`src/rtl/reg_file_1wp.sv`:
```
// Purpose: 8 x 16-bit register file with one byte-enabled write port, a flat image output and a serial dump port.
// Latency: a write shows on c_out the cycle after it is accepted; dump beats come one per cycle while dump_ready_in is high.
// Backpressure: writes are stalled (w_ready_out = 0) for the whole dump; each dump beat holds until dump_ready_in.
//
// Ports:
//   clock, reset                       single clock, synchronous active-high reset
//   w_valid_in/w_ready_out             write handshake
//   w_addr_in, w_data_in, w_be_in      write index, data, byte enables (bit 1 = 15:8, bit 0 = 7:0)
//   c_out                              packed image, register 0 in bits 127:112 down to register 7 in 15:0
//   dump_start_in                      start a serial dump of all registers (ignored while dumping)
//   dump_busy_out, dump_valid_out      dump status / beat valid
//   dump_addr_out, dump_data_out       current beat index and register contents
//   dump_ready_in                      consumer accepts the current beat
module reg_file_1wp (
  input  logic         clock,
  input  logic         reset,
  input  logic         w_valid_in,
  output logic         w_ready_out,
  input  logic [2:0]   w_addr_in,
  input  logic [15:0]  w_data_in,
  input  logic [1:0]   w_be_in,
  output logic [127:0] c_out,
  input  logic         dump_start_in,
  output logic         dump_busy_out,
  output logic         dump_valid_out,
  output logic [2:0]   dump_addr_out,
  output logic [15:0]  dump_data_out,
  input  logic         dump_ready_in
);

  typedef enum logic {IDLE, SEND} state_t;

  state_t      state;
  logic [2:0]  idx;
  logic [15:0] regs [0:7];
  logic        w_accept;

  // The write port is only open while no dump is running, so the dump
  // always reports a consistent snapshot.
  assign w_ready_out = (state == IDLE);
  assign w_accept    = w_valid_in && w_ready_out;

  always_ff @(posedge clock) begin
    if (reset) begin
      for (int i = 0; i < 8; i++) regs[i] <= '0;
    end else if (w_accept) begin
      if (w_be_in[1]) regs[w_addr_in][15:8] <= w_data_in[15:8];
      if (w_be_in[0]) regs[w_addr_in][7:0]  <= w_data_in[7:0];
    end
  end

  // Dump sequencer: walks index 0..7 once, advancing on each accepted beat.
  always_ff @(posedge clock) begin
    if (reset) begin
      state <= IDLE;
      idx   <= '0;
    end else begin
      case (state)
        IDLE: begin
          if (dump_start_in) begin
            state <= SEND;
            idx   <= '0;
          end
        end
        SEND: begin
          if (dump_ready_in) begin
            if (idx == 3'd7) begin
              state <= IDLE;
              idx   <= '0;
            end else begin
              idx <= idx + 3'd1;
            end
          end
        end
        default: begin
          state <= IDLE;
          idx   <= '0;
        end
      endcase
    end
  end

  // Dump outputs decode straight from the state/index flops. The data mux
  // reads the live array; a write landing on the start edge is already in
  // regs when the first beat is shown, and no write can occur during SEND.
  assign dump_busy_out  = (state == SEND);
  assign dump_valid_out = (state == SEND);
  assign dump_addr_out  = (state == SEND) ? idx : 3'd0;
  assign dump_data_out  = (state == SEND) ? regs[idx] : 16'h0000;

  always_comb begin
    c_out = '0;
    for (int i = 0; i < 8; i++) c_out[16*(7-i) +: 16] = regs[i];
  end

endmodule

```
`config.mk`:
```
export PLATFORM = sky130hd
export DESIGN_NAME = reg_file_1wp
export DESIGN_NICKNAME = d
export VERILOG_FILES = /design/src/rtl/reg_file_1wp.sv
export SDC_FILE = /design/constraint.sdc
export NUM_CORES = 1
export LEC_CHECK = 0
export CAP_MARGIN = 20
export CORE_MARGIN = 2
export CORE_UTILIZATION = 48
export CTS_CLUSTER_DIAMETER = 150
export CTS_CLUSTER_SIZE = 16
export DETAILED_ROUTE_END_ITERATION = 7
export GPL_TIMING_DRIVEN = 1
export PLACE_DENSITY = 0.89
export SLEW_MARGIN = 20
export SYNTH_ARGS = -nofsm -noshare
export SYNTH_HDL_FRONTEND = slang
export SYNTH_SLANG_ARGS = --single-unit
```
`constraint.sdc`:
```
create_clock -name clock -period 2.3 [get_ports clock]
set_clock_uncertainty 0.05 [all_clocks]
set_input_delay 0.575 -clock clock [delete_from_list [all_inputs] [get_ports clock]]
set_output_delay 0.575 -clock clock [all_outputs]
set_load 0.005 [all_outputs]
```
==> flow_summary_export.csv <==
group,metric,value,unit
status,status,"complete, but fails checks",
status,violations,"setup timing",
finish,diodes,0,
worst_setup_path,worstPathCellList,"buf_12 > buf_6 > mux4_2 > mux2i_2 > nor2_1 > buf_2",
route,wl_per_cell,23.04,um
worst_setup_path,ff2ff_path_depth,4,
route,postRouteAntennaNets,0,
route,initialDrtViolationCount,476,
yosys,ys_types,28,
die,die_h,117.1,um
yosys,synthesis.nets,448,
min_path,hp-class,"flop to flop",
power,total_power,0.006239,W
global_routing,grt_util_all_layers,28.45,%
clock_tree,cts_made_buffers,17,
worst_setup_path,cp.depth,6,
global_routing,grt_pass1_vias,4779,
finish,nFillCells,716,
clock_tree,insertion_delay,420,ps
min_path,worst_hold_path.num_cells,2,
finish,fin_util,71.29,%
clock_tree,clock_path_buffers,2,
route,wl_met2,9.488,mm
power,ir_drop,0.0005458,V
power,leakagePower,3.235,nW
power,powerDensity,696.4,nW/um2
sta,worst_slew_pin_slew,450.7,ps
worst_setup_path,endpoint_kind,"output port",
clock_tree,cts_root_buf,"clkbuf_16",
finish,final_nets,670,
sta,setup_violations,16,
global_routing,gr-total-overflow,0,
finish,multi_input_area,1958,um2
global_routing,grt_pass1_wl,27.72,mm
worst_setup_path,startpoint_type,"flop",
clock_tree,holdBufCountCts,0,
yosys,syn_inst,420,
die,io_pins,176,
placement,portBuffers,175,
yosys,synth_warnings,0,
worst_setup_path,cpMaxStageDelayCell,"mux4_2",
sta,period_needed,2603,ps
sta,setup_tns,-3729,ps
route,maxUsedRoutingLayer,"met4",
sta,grt_setup_unrepaired,"true",
worst_setup_path,critical_path_required,1670,ps
sta,hold_viol,0,
global_routing,antenna_found_initial,0,
yosys,ys_ff_latch,135,
die,placementRows,41,
clock_tree,cts_tree,"built",
die,die_width,117.1,um
placement,dp_hpwl,13.24,mm
die,core_area,12570,um2
sta,maxSlewViolCount,0,
sta,clock.fmax,0.3842,GHz
global_routing,grt_max_degree,33,
finish,syn_to_final_growth,45.87,%
clock_tree,cts_num_sinks,135,
route,dr.pass1.iters,7,
route,viasPerCell,5.732,
die,dieArea,13720,um2
job,cap_viol_max_count,0,
worst_setup_path,critPathKind,"flop to output port",
finish,regArea,3988,um2
route,drc,0,
yosys,synth.avg_cell_area,14.62,um2
clock_tree,htree_levels,4,
die,start_util,48.87,%
yosys,synth_area,6142,um2
worst_setup_path,slowest_delay,510,ps
worst_setup_path,crit_family,"multiplexers",
worst_setup_path,path_buf_inv,3,
route,met1Wirelength,6.660,mm
route,wl_met3,2.193,mm
finish,drive_gt1_share,21.37,%
yosys,yosysSeqAreaShare,64.86,%
clock_tree,clkTransAtPathRegs,60,ps
route,num_vias,4740,
route,routed_wl,19.06,mm
sta,max_slew_margin,69.88,%
sta,min_period_over_period,113.2,%
worst_setup_path,crit_arrival,1980,ps
sta,worst_slack,-302.8,ps
placement,routabilityCongestion,0.8956,
worst_setup_path,critical_path_peak_fanout,6,
==> final cells by class <==
| cell class | count | share of cell area (%) |
|---|---|---|
| tap | 172 | 2.402 |
| timing repair buffer | 231 | 24.56 |
| clock buffer | 20 | 4.874 |
| clock inverter | 12 | 1.760 |
| inverter | 1 | 0.04189 |
| sequential | 135 | 44.50 |
| multi-input combinational | 256 | 21.85 |
==> final timing paths <==
check	startpoint	to	slack [ps]
hold / removal	idx[2]	idx[2]	520
setup / recovery	flop	dump_data_out[3]	-300
hold reg to reg	idx[2]	idx[2]	520
setup reg to reg	dump_busy_out	regs[3][13]	470
==> where the power goes <==
part / switching [W] / internal (W) / leakage [nW]
clock: 0.000976 / 0.00179 / 0.288
sequential: 0.0000796 / 0.00279 / 1.36
combinational: 0.000265 / 0.000337 / 1.59
total: 0.00132 / 0.00492 / 3.23
==> cells in the mapped netlist (all sizes together) <==
master | number | area [um2]
mux4 | 32 | 724.4
or3b | 3 | 26.28
buf | 21 | 173.9
or2 | 4 | 25.02
clkinv | 1 | 3.750
nand4bb | 1 | 11.26
dfxtp | 7 | 140.1
nand3b | 3 | 22.52
and2 | 35 | 219.0
nor2 | 122 | 509.2
nand2 | 16 | 60.06
mux2i | 17 | 170.2
o21bai | 12 | 90.09
clkbuf | 7 | 26.28
nor4bb | 2 | 20.02
or3 | 1 | 6.260
nand3 | 2 | 10.01
a311oi | 1 | 8.760
edfxtp | 128 | 3844
ha | 2 | 25.02
a32oi | 3 | 26.28
==> sequential cells by signal, indices dropped and copies added, names as in the netlist, named ones only <==
register       flops
dump_busy_out      1
idx                3
regs             128
==> layout by cell type (no fill, tap or decap), types with 4 or more instances in the layout <==
cell type	count
nor2_1	118
dfxtp_1	6
clkinv_1	5
mux4_2	32
o21bai_1	12
clkdlybuf4s50_1	159
or2_2	4
bufinv_16	4
mux2i_1	15
buf_6	5
buf_2	16
buf_4	43
clkbuf_16	17
and2_1	35
buf_12	6
edfxtp_1	128
nand2_1	16
==> what timing repair did <==
item / 4_1_cts / 5_1_grt
endpoints found under the setup margin: 16 / 16
gates cloned: 2 / 0
buffers inserted: 11 / 2
pin swaps: 6 / 9
gates resized for setup: 75 / 4
==> per-stage QoR <==
step | area, um2 | worst slack (ps) | hold slack, ps | std cells
after CTS | 8985 | -301.7 | 520.9 | 827
final | 8960 | -302.8 | 522.8 | 827
after global placement | 8298 | -81.63 | 511.2 | 784
after global routing | 8960 | -351.5 | 589.3 | 827
after detailed placement | 8298 | -150.6 | 496.2 | 784
after floorplan | 6142 | 184.2 | 448.3 | 420
==> metal layers <==
metal / up-vias / GRT usage (%)
li1: 1987 / -
met1: 2314 / 36.56
met2: 380 / 46.71
met3: 59 / 7.827
met4: 0 / 10.75
met5: - / 0
==> cell families (layout without fill, tap and decap cells) <==
kind of cell	count (synthesis)	count (layout)	share of synthesized area, %
muxes	49	49	14.57
adders and majority gates	2	2	0.4073
and+or+nand+nor	189	189	14.81
AOI/OAI and AO/OA	16	16	2.037
DFF	135	135	64.86
buffers and inverters	29	264	3.320
==> worst reg2reg max path, stage by stage, from the launching register on <==
cell and delay [ps]:
dfxtp_1 320, buf_4 180, nand4bb_1 250, nor2_2 370, or2_2 350
Note: power is estimated with default switching activity, not from simulation.
